<file path="config.mk">
export PLATFORM = sky130hd
export DESIGN_NAME = orange_zone_classifier
export DESIGN_NICKNAME = d
export VERILOG_FILES = /design/src/rtl/orange_pkg.sv /design/src/rtl/orange_zone_classifier_argmax.sv /design/src/rtl/orange_zone_classifier.sv
export SDC_FILE = /design/constraint.sdc
export NUM_CORES = 1
export LEC_CHECK = 0
export ABC_AREA = 1
export BUFFER_PORTS_ARGS = -buffer_cell sky130_fd_sc_hd__buf_2
export CORE_AREA = 2 2 134 136
export CTS_CLUSTER_DIAMETER = 30
export DETAILED_ROUTE_END_ITERATION = 6
export DIE_AREA = 0 0 136 138
export HOLD_SLACK_MARGIN = 0.03
export PLACE_DENSITY = 0.74
export SLEW_MARGIN = 10
export SYNTH_ARGS = -nofsm -noshare
export SYNTH_HDL_FRONTEND = slang
export SYNTH_HIERARCHICAL = 1
export SYNTH_SLANG_ARGS = --single-unit
export TNS_END_PERCENT = 100
</file>
<file path="constraint.sdc">
create_clock -name clk -period 7.55 [get_ports clk]
set_clock_uncertainty 0.2 [all_clocks]
set_input_delay 1.8875 -clock clk [delete_from_list [all_inputs] [get_ports clk]]
set_output_delay 1.8875 -clock clk [all_outputs]
set_load 0.01 [all_outputs]
</file>
<file path="src/rtl/orange_pkg.sv">
// Shared types and helpers for the orange zone classifier.
package orange_pkg;

  typedef enum logic [2:0] {
    IDLE    = 3'd0,
    ACTIVE  = 3'd1,
    REPORT  = 3'd2,
    PUBLISH = 3'd3,
    WAIT    = 3'd4
  } state_t;

  localparam int DIR_NONE = 0;

  // Smallest w such that 2**w >= n; sizes counters holding values 0..n-1.
  function automatic int width_bits(input int n);
    int w;
    w = 0;
    for (int i = 0; i < 31; i++) begin
      if ((32'sd1 << i) < n) w = i + 1;
    end
    return w;
  endfunction

endpackage

</file>
<file path="src/rtl/orange_zone_classifier_argmax.sv">
// zone_argmax: sequential max-finder, one zone per cycle, ties resolved to the lowest index.
module zone_argmax
  import orange_pkg::*;
#(
  parameter int NUM_ZONES = 3,
  parameter int CNT_W     = 17,
  localparam int IDX_W    = width_bits(NUM_ZONES)
) (
  input  logic                             clk,
  input  logic                             resetn,
  input  logic                             start,
  input  logic [NUM_ZONES-1:0][CNT_W-1:0]  counts,
  output logic                             done,
  output logic                             found,
  output logic [IDX_W-1:0]                 max_idx
);

  logic             busy_r;
  logic [IDX_W-1:0] idx_r;
  logic [CNT_W-1:0] max_r;

  assign done = busy_r && (idx_r == IDX_W'(NUM_ZONES - 1));

  // Scan state: running maximum starts at zero so an all-zero frame reports nothing found.
  always_ff @(posedge clk or negedge resetn) begin
    if (!resetn) begin
      busy_r  <= 1'b0;
      idx_r   <= '0;
      max_r   <= '0;
      max_idx <= '0;
      found   <= 1'b0;
    end else if (start) begin
      busy_r  <= 1'b1;
      idx_r   <= '0;
      max_r   <= '0;
      max_idx <= '0;
      found   <= 1'b0;
    end else if (busy_r) begin
      if (counts[idx_r] > max_r) begin
        max_r   <= counts[idx_r];
        max_idx <= idx_r;
        found   <= 1'b1;
      end
      idx_r  <= idx_r + IDX_W'(1);
      busy_r <= !done;
    end
  end

endmodule

</file>
<file path="src/rtl/orange_zone_classifier.sv">
// Frame-level orange zone classifier: per-zone accumulation, argmax steering and area threshold.
// Optional build macro ORANGE_HYSTERESIS_EN adds two-frame hysteresis on orange_detected.
module orange_zone_classifier
  import orange_pkg::*;
#(
  parameter int WIDTH         = 320,
  parameter int HEIGHT        = 240,
  parameter int NUM_ZONES     = 3,
  parameter int THRESHOLD_PCT = 25,
  localparam int CNT_W        = width_bits(WIDTH * HEIGHT + 1),
  localparam int DIR_W        = width_bits(NUM_ZONES + 1)
) (
  input  logic             clk,
  input  logic             resetn,
  input  logic             href,
  input  logic             vsync,
  input  logic             pixel_valid,
  input  logic             is_orange,
  output logic             orange_detected,
  output logic [DIR_W-1:0] direction,
  output logic [CNT_W-1:0] orange_count,
  output logic             result_valid,
  output logic             frame_error
);

  localparam int ZONE_W = WIDTH / NUM_ZONES;
  localparam int IDX_W  = width_bits(NUM_ZONES);
  localparam int COL_W  = width_bits(WIDTH + 1);
  localparam int LINE_W = width_bits(HEIGHT + 2);
  localparam int PROD_W = CNT_W + 7;
  localparam logic [PROD_W-1:0] PCT_SCALE  = PROD_W'(100);
  localparam logic [PROD_W-1:0] AREA_LIMIT = PROD_W'(THRESHOLD_PCT * WIDTH * HEIGHT);

  state_t                         state_r, state_next_s;
  logic                           vsync_d_r, href_d_r;
  logic                           vsync_rise_s, vsync_fall_s, href_fall_s;
  logic [COL_W-1:0]               col_r;
  logic [LINE_W-1:0]              line_r;
  logic [IDX_W-1:0]               zone_s;
  logic                           pixel_hit_s;
  logic [NUM_ZONES-1:0][CNT_W-1:0] zone_cnt_r;
  logic [CNT_W-1:0]               total_r;
  logic                           argmax_start_s, argmax_done_s, argmax_found_s;
  logic [IDX_W-1:0]               argmax_idx_s;
  logic [PROD_W-1:0]              scaled_total_s;
  logic                           above_s;

  assign vsync_rise_s = vsync && !vsync_d_r;
  assign vsync_fall_s = !vsync && vsync_d_r;
  assign href_fall_s  = !href && href_d_r;

  // Zone index = number of zone boundaries passed; the last zone absorbs the remainder.
  always_comb begin
    zone_s = '0;
    for (int z = 1; z < NUM_ZONES; z++) begin
      zone_s = zone_s + IDX_W'(col_r >= COL_W'(z * ZONE_W));
    end
  end

  assign pixel_hit_s = (state_r == ACTIVE) && href && pixel_valid && is_orange &&
                       (col_r < COL_W'(WIDTH)) && (line_r < LINE_W'(HEIGHT));

  assign scaled_total_s = PROD_W'(total_r) * PCT_SCALE;
  assign above_s        = scaled_total_s > AREA_LIMIT;

  // State register.
  always_ff @(posedge clk or negedge resetn) begin
    if (!resetn) state_r <= IDLE;
    else         state_r <= state_next_s;
  end

  // Next-state logic and argmax launch.
  always_comb begin
    state_next_s   = state_r;
    argmax_start_s = 1'b0;
    case (state_r)
      IDLE: begin
        if (vsync_fall_s) state_next_s = ACTIVE;
        else              state_next_s = IDLE;
      end
      ACTIVE: begin
        if (vsync_rise_s) begin
          state_next_s   = REPORT;
          argmax_start_s = 1'b1;
        end else begin
          state_next_s   = ACTIVE;
        end
      end
      REPORT: begin
        if (argmax_done_s) state_next_s = PUBLISH;
        else               state_next_s = REPORT;
      end
      PUBLISH: state_next_s = WAIT;
      WAIT: begin
        if (vsync_fall_s) state_next_s = ACTIVE;
        else              state_next_s = WAIT;
      end
      default: state_next_s = IDLE;
    endcase
  end

  // Timing edge history plus column/line counters; the line count survives until PUBLISH.
  always_ff @(posedge clk or negedge resetn) begin
    if (!resetn) begin
      vsync_d_r <= 1'b0;
      href_d_r  <= 1'b0;
      col_r     <= '0;
      line_r    <= '0;
    end else begin
      vsync_d_r <= vsync;
      href_d_r  <= href;
      case (state_r)
        ACTIVE: begin
          if (!href) col_r <= '0;
          else if (pixel_valid && (col_r < COL_W'(WIDTH))) col_r <= col_r + COL_W'(1);
          if (href_fall_s && (line_r < LINE_W'(HEIGHT + 1))) line_r <= line_r + LINE_W'(1);
        end
        REPORT, PUBLISH: col_r <= '0;
        default: begin
          col_r  <= '0;
          line_r <= '0;
        end
      endcase
    end
  end

  // Per-zone and total accumulators; cleared once results are captured.
  always_ff @(posedge clk or negedge resetn) begin
    if (!resetn) begin
      zone_cnt_r <= '0;
      total_r    <= '0;
    end else begin
      case (state_r)
        ACTIVE: begin
          if (pixel_hit_s) begin
            zone_cnt_r[zone_s] <= zone_cnt_r[zone_s] + CNT_W'(1);
            total_r            <= total_r + CNT_W'(1);
          end
        end
        PUBLISH: begin
          zone_cnt_r <= '0;
          total_r    <= '0;
        end
        default: begin
          zone_cnt_r <= zone_cnt_r;
          total_r    <= total_r;
        end
      endcase
    end
  end

  zone_argmax #(
    .NUM_ZONES (NUM_ZONES),
    .CNT_W     (CNT_W)
  ) u_argmax (
    .clk     (clk),
    .resetn  (resetn),
    .start   (argmax_start_s),
    .counts  (zone_cnt_r),
    .done    (argmax_done_s),
    .found   (argmax_found_s),
    .max_idx (argmax_idx_s)
  );

`ifdef ORANGE_HYSTERESIS_EN
  logic [1:0] hist_r;
`endif

  // Published outputs; they hold between result_valid pulses.
  always_ff @(posedge clk or negedge resetn) begin
    if (!resetn) begin
      orange_detected <= 1'b0;
      direction       <= '0;
      orange_count    <= '0;
      result_valid    <= 1'b0;
      frame_error     <= 1'b0;
`ifdef ORANGE_HYSTERESIS_EN
      hist_r          <= 2'b00;
`endif
    end else begin
      result_valid <= (state_r == PUBLISH);
      if (state_r == PUBLISH) begin
        direction    <= argmax_found_s ? (DIR_W'(argmax_idx_s) + DIR_W'(1)) : DIR_W'(DIR_NONE);
        orange_count <= total_r;
        frame_error  <= (line_r != LINE_W'(HEIGHT));
`ifdef ORANGE_HYSTERESIS_EN
        hist_r <= {hist_r[0], above_s};
        if (above_s && hist_r[0])        orange_detected <= 1'b1;
        else if (!above_s && !hist_r[0]) orange_detected <= 1'b0;
        else                             orange_detected <= orange_detected;
`else
        orange_detected <= above_s;
`endif
      end
    end
  end

endmodule

</file>
* Yosys cells after proc, flatten, opt, wreduce, memory -nomap -nowiden
Index checks and enable logic that the tools add are counted.
** Storage, ports and cells
- Bits in registers :: 135
- Bits in latches :: 0
- Bits in writable memories :: 0
- ROM bits :: 0
- Input port bits :: 6
- Output and inout port bits :: 22
- Logic and storage cells :: 108
- Memories kept :: 0
** Operators by class
- $add $sub $neg :: 7
- Multiply operators :: 1
- Div/mod/pow operators :: 0
- Magnitude comparators :: 10
- Equal/unequal tests :: 9
- Shift-type cells :: 0
- Muxes and demuxes :: 37
- Bitwise operators :: 1
- Reductions and logical operators :: 24
** Operators by type and width (count)
- 17-bit 2-to-1 mux :: 7
- 51-bit case mux with 2 select lines :: 1
- 17-bit binary-select mux with 2-bit select :: 2
- 51-bit bitwise mux :: 1
- 51-bit 2-to-1 mux :: 1
- 17-bit by 1-bit adder with 17-bit output (second input constant) :: 2
- 17-bit demux with 2-bit select :: 1
- 17-bit case mux with 2 select lines :: 1
- 9-bit 2-to-1 mux :: 3
- 24-bit by 21-bit > comparator with 1-bit output (second input constant) :: 1
- 17-bit by 5-bit multiplier with 22-bit output (second input constant) :: 1
- 17-bit > comparator :: 1
- 8-bit < comparator (second input constant) :: 2
- 8-bit case mux with 2 select lines :: 1
- 3-bit case mux with 5 select lines :: 1
- 2-bit 2-to-1 mux :: 7
- 1-bit logical AND :: 12
- 9-bit by 1-bit adder with 9-bit output (second input constant) :: 1
- 9-bit by 7-bit greater-or-equal comparator with 1-bit output (second input constant) :: 1
- 9-bit by 8-bit greater-or-equal comparator with 1-bit output (second input constant) :: 1
- 9-bit < comparator (second input constant) :: 1
- 1-bit 2-to-1 mux :: 9
- 8-bit by 1-bit adder with 8-bit output (second input constant) :: 1
- 8-bit 2-to-1 mux :: 1
- 19 further kinds :: 29

* Longest topological paths before layout
- Depth after elaboration :: 9
- Gate-level depth with buffers :: 22

* Modules after synthesis
Netlist, hierarchy kept.
** Modules (own cells, without submodules)
- orange_zone_classifier :: instances 1, cells an instance 952, area an instance 7424.6 um2, seq. area each 2802.7 um2
- zone_argmax :: instances 1, cells an instance 265, area an instance 1903.1 um2, seq. area each 575.6 um2

* Worst setup path after synthesis
No wires, ideal clock.
- Path type :: in2reg
- From :: in pixel_valid
- To :: reg total_r[13]
- Setup time :: 117 ps
- Arrival :: 3022 ps
- Path slack :: 4211 ps
- Stages on the path :: 11
- Path through :: nand2_1 > nor2_2 > nand2_2 > nand2_4 > nand3_2 > nor2_2 > nand2_1 > nor2_4 > nand3_1 > nor2_1 > nor2_1
** Between the ends
- Longest elaborated chain between the ends :: 6
** Ends and longest elaborated chain
- start, declared :: RTL line orange_zone_classifier.sv:17 : input logic pixel_valid,
- 1-bit logical AND (3 in series) :: RTL line orange_zone_classifier.sv:60 : assign pixel_hit_s = (state_r == ACTIVE) && href && pixel_valid && is_orange &&
- 1-bit logical AND :: RTL line orange_zone_classifier.sv:61 : (col_r < COL_W'(WIDTH)) && (line_r < LINE_W'(HEIGHT));
- 2-bit inequality test (no source line)
- 2-bit AND reduction (no source line)
- end signal, assigned :: RTL line orange_zone_classifier.sv:137 : total_r <= total_r + CNT_W'(1);
- end signal, assigned :: RTL line orange_zone_classifier.sv:146 : total_r <= total_r;
- end, declared :: RTL line orange_zone_classifier.sv:42 : logic [CNT_W-1:0] total_r;
No other way between the ends.
A chain may end at the register's enable or synchronous reset.

* Final worst setup path
- From :: reg col_r[0]
- To :: reg zone_cnt_r[46] (netlist bit)
** Between the ends
- Longest elaborated chain between the ends :: 9
** Ends and longest elaborated chain
- start, declared :: RTL line orange_zone_classifier.sv:37 : logic [COL_W-1:0] col_r;
- start signal, assigned :: RTL line orange_zone_classifier.sv:115 : else if (pixel_valid && (col_r < COL_W'(WIDTH))) col_r <= col_r + COL_W'(1);
- branches (longest 9 deep; another with 17-bit by 1-bit adder with 17-bit output)
- end signal, assigned by index :: RTL line orange_zone_classifier.sv:136 : zone_cnt_r[zone_s] <= zone_cnt_r[zone_s] + CNT_W'(1);
- end signal, assigned :: RTL line orange_zone_classifier.sv:145 : zone_cnt_r <= zone_cnt_r;
- end, declared :: RTL line orange_zone_classifier.sv:41 : logic [NUM_ZONES-1:0][CNT_W-1:0] zone_cnt_r;
Parallel ways; which one is timed is not known. The select of a mux whose other input is x is not followed.

==> results.toml <==
[setup_path]
startpoint_type = "flip-flop"
critPathRequiredTime_ns = 7.71
crit_path_top_delay_cell = "ha_1"
worstReg2RegEnd = "zone_cnt_r[46]"
cpMostUsedCell = "inv_1"
r2r-start = "col_r[0]"
cp_max_fo = 23
cp-startpoint = "col_r[0]"
cp-end-kind = "flip-flop"
ff2ff_setup_slack_ns = 3.39
critical_path_class = "flip-flop to flip-flop"
reg2reg_depth = 21
endpoint = "zone_cnt_r[46]"
cp.arrival_ns = 4.32
cp_slowest_stage_delay_ns = 0.86
path_cells = "inv_1 > ha_1 > o21ai_0 > a31oi_1 > nor3_1 > inv_1 > ha_1 > inv_2 > nand2_1 > nand3_1 > o21ai_1 > inv_1 > ha_1 > inv_1 > nor3_4 > nand2_2 > inv_2 > nand3_2 > xor2_1 > nand2_1 > nand2_1"

[finish]
insertedDiodeCount = 0
fillers = 1644
nNetsFinal = 1335
final_cells = 1478
layout_common_cells = "nand2_1, inv_1, dfrtp_1"
final_common_cell = "nand2_1"
drive_above_1_share = 0.102
seqCellArea_um2 = 3380
final_util = 0.580
area_growth_pct = 9.00
multiInputGateArea_um2 = 4960
design_area_um2 = 10200

[place]
place_area_um2 = 9600
io_buffers = 27
dpl.cell_count = 1446
finalWeightedCongestion = 0.928
dpl.hpwl_um = 14900

[clock_tree]
cts_buffer_depth = 2
cts_inserted_buffers = 17
cts_tree = "built"
hold_buffers = 0
htree_levels = 4
clkTransAtPathRegs_ns = 0.06
post_cts_buffers = 0
clock-sinks = 135
cts-resized-gates = 0
root_buffer = "clkbuf_16"
clk_latency_ns = 0.43

[synthesis]
synthDistinctLibCells = 53
synth.cell_area_um2 = 9330
synth-seq-area-share = 0.362
synthSimpleGateAreaFrac = 0.255
synth_nets = 1316
synth-xor-area-share = 0.0196
synth_compound_area_frac = 0.123
synth_adder_area_share = 0.134
ys.flop_type = "dfrtp_1"
ys_seq_elements = 135
yosys-mux-area-fraction = 0
synth_edf_count = 0
synth_cells = 1217
synth_async_sr_flop_share = 1.00
syn_area_per_cell_um2 = 7.66
synth_top_family_by_area = "simple AND/OR/NAND/NOR gates"
ys_warn_count = 6

[floorplanning]
io_pins = 28
num_rows = 49
die_width_um = 136
core-area_um2 = 17500
start_util = 0.532
die_y_um = 138
fp.dieArea_um2 = 18800

[timing]
hold_ws_ns = 0.271
hold_viol = 0
setup_violations = 0
tightest_slew_ns = 1.12
rsz0062_at_grt = "no"
drv_slew = 0
final.min_clock_period_ns = 4.16
maxSlewHeadroom = 0.255
finalSetupTns_ns = 0
fmax_mhz = 240
post-route-period-util = 0.551

[detailed_routing]
antenna_left = 0
wl_per_cell_um = 14.2
vias = 7957
wl_um = 21000
drc = 0
vias_per_cell = 5.38
dr.pass1.iters = 6
drt_iter0_markers = 542

[global_route]
gr-total-overflow = 0
grt_pass1_wl_um = 35400
antenna_found_initial = 0
grt_pass1_vias = 7421
grtUsageTotal = 0.234
grt_max_degree = 100

[job]
cap_violations = 0

[power]
power.density_nw_per_um2 = 305
ir_worst_vdd_mv = 0.203
p_leak_nw = 5.25

[hold_path]
min_path_type = "flip-flop to flip-flop"

[run_status]
outcome = "completed"
-- per-layer routing --
metal  routed length, um  global-route usage  part of all wire  vias to the layer above
li1                    -                   -                 -                     3984
met1                9890               0.329              0.47                     3757
met2                9850               0.370              0.47                      192
met3                1020              0.0429             0.048                       24
met4                 269              0.0691             0.013                        0
met5                   0                   0                 0                        -
-- cells by family (layout without fill, tap and decap cells) --
logic type / after synthesis / after routing
fa+ha+maj: 93 / 93
buf+inv: 244 / 276
compound gates: 198 / 198
flops: 135 / 135
simple gates: 527 / 527
xor+xnor: 20 / 20
-- worst min-delay path by stage --
stage	startpoint	end	slack (ns)	cells past startpoint
final	orange_count[4]	orange_count[4]	0.27	2
after global routing	orange_count[3]	orange_count[3]	0.31	2
after CTS	orange_count[4]	orange_count[4]	0.28	2
after detailed placement	orange_count[4]	orange_count[4]	0.26	2
after global placement	orange_count[5]	orange_count[5]	0.25	2
after floorplan	zone_cnt_r[14]	zone_cnt_r[14]	0.26	2
-- through the flow --
step,setup WS [ns],power [W]
floorplan,4.21,0.00206
CTS,3.41,0.00311
global route,3.00,0.00335
global placement,3.52,0.00226
detailed placement,3.42,0.00229
finish,3.39,0.00310
-- flip-flops by register name (all words and copies together), names as in the netlist --
name	flops
orange_detected	1
frame_error	1
zone_cnt_r	51
orange_count	17
col_r	9
u_argmax/max_r	17
u_argmax/idx_r	2
total_r	17
vsync_d_r	1
line_r	8
direction	2
href_d_r	1
state_r	3
u_argmax/busy_r	1
u_argmax/found	1
result_valid	1
u_argmax/max_idx	2
-- final cells by class --
cell class / instances / area share
Clock buffer: 21 / 0.0463
Clock inverter: 11 / 0.00984
Inverter: 214 / 0.0793
Multi-Input combinational cell: 838 / 0.488
Sequential cell: 135 / 0.332
Tap cell: 229 / 0.0282
Timing Repair Buffer: 30 / 0.0161
-- cells in the mapped netlist (4+ instances only) --
master	count	area (um^2)
dfrtp_1	135	3380
or2_2	6	37.5
nand4_1	30	188
clkbuf_1	12	45.0
fa_1	12	240
o21ai_2	14	123
ha_1	81	1010
buf_6	4	45.0
nand2_1	273	1020
buf_4	5	37.5
xor2_1	15	131
nor2_2	9	56.3
nand2_2	9	56.3
o22ai_1	30	188
nand3_1	74	370
nand3b_1	6	45.0
inv_2	10	37.5
a21oi_1	48	240
buf_2	7	35.0
o21ai_1	11	55.1
inv_1	202	758
nor2_1	86	323
nor2_4	6	67.6
nor3_1	12	60.1
o21ai_0	73	365
xnor2_1	4	35.0
-- worst max-delay path: cells and delay by family (launching register included) --
kind            cells  cell delay [ns]
xor+xnor            1             0.24
flops               1             0.35
fa+ha+maj           3             1.24
simple gates        8             0.85
compound gates      3             0.41
buf+inv             6             0.81
-- power breakdown --
group	total, W	internal [W]	switching, W
sequential	0.00101	0.000893	0.000119
combinational	0.00128	0.000414	0.000868
clock	0.000802	0.000478	0.000324
total	0.00310	0.00179	0.00131
No activity file was read; power rests on OpenSTA's default activity.
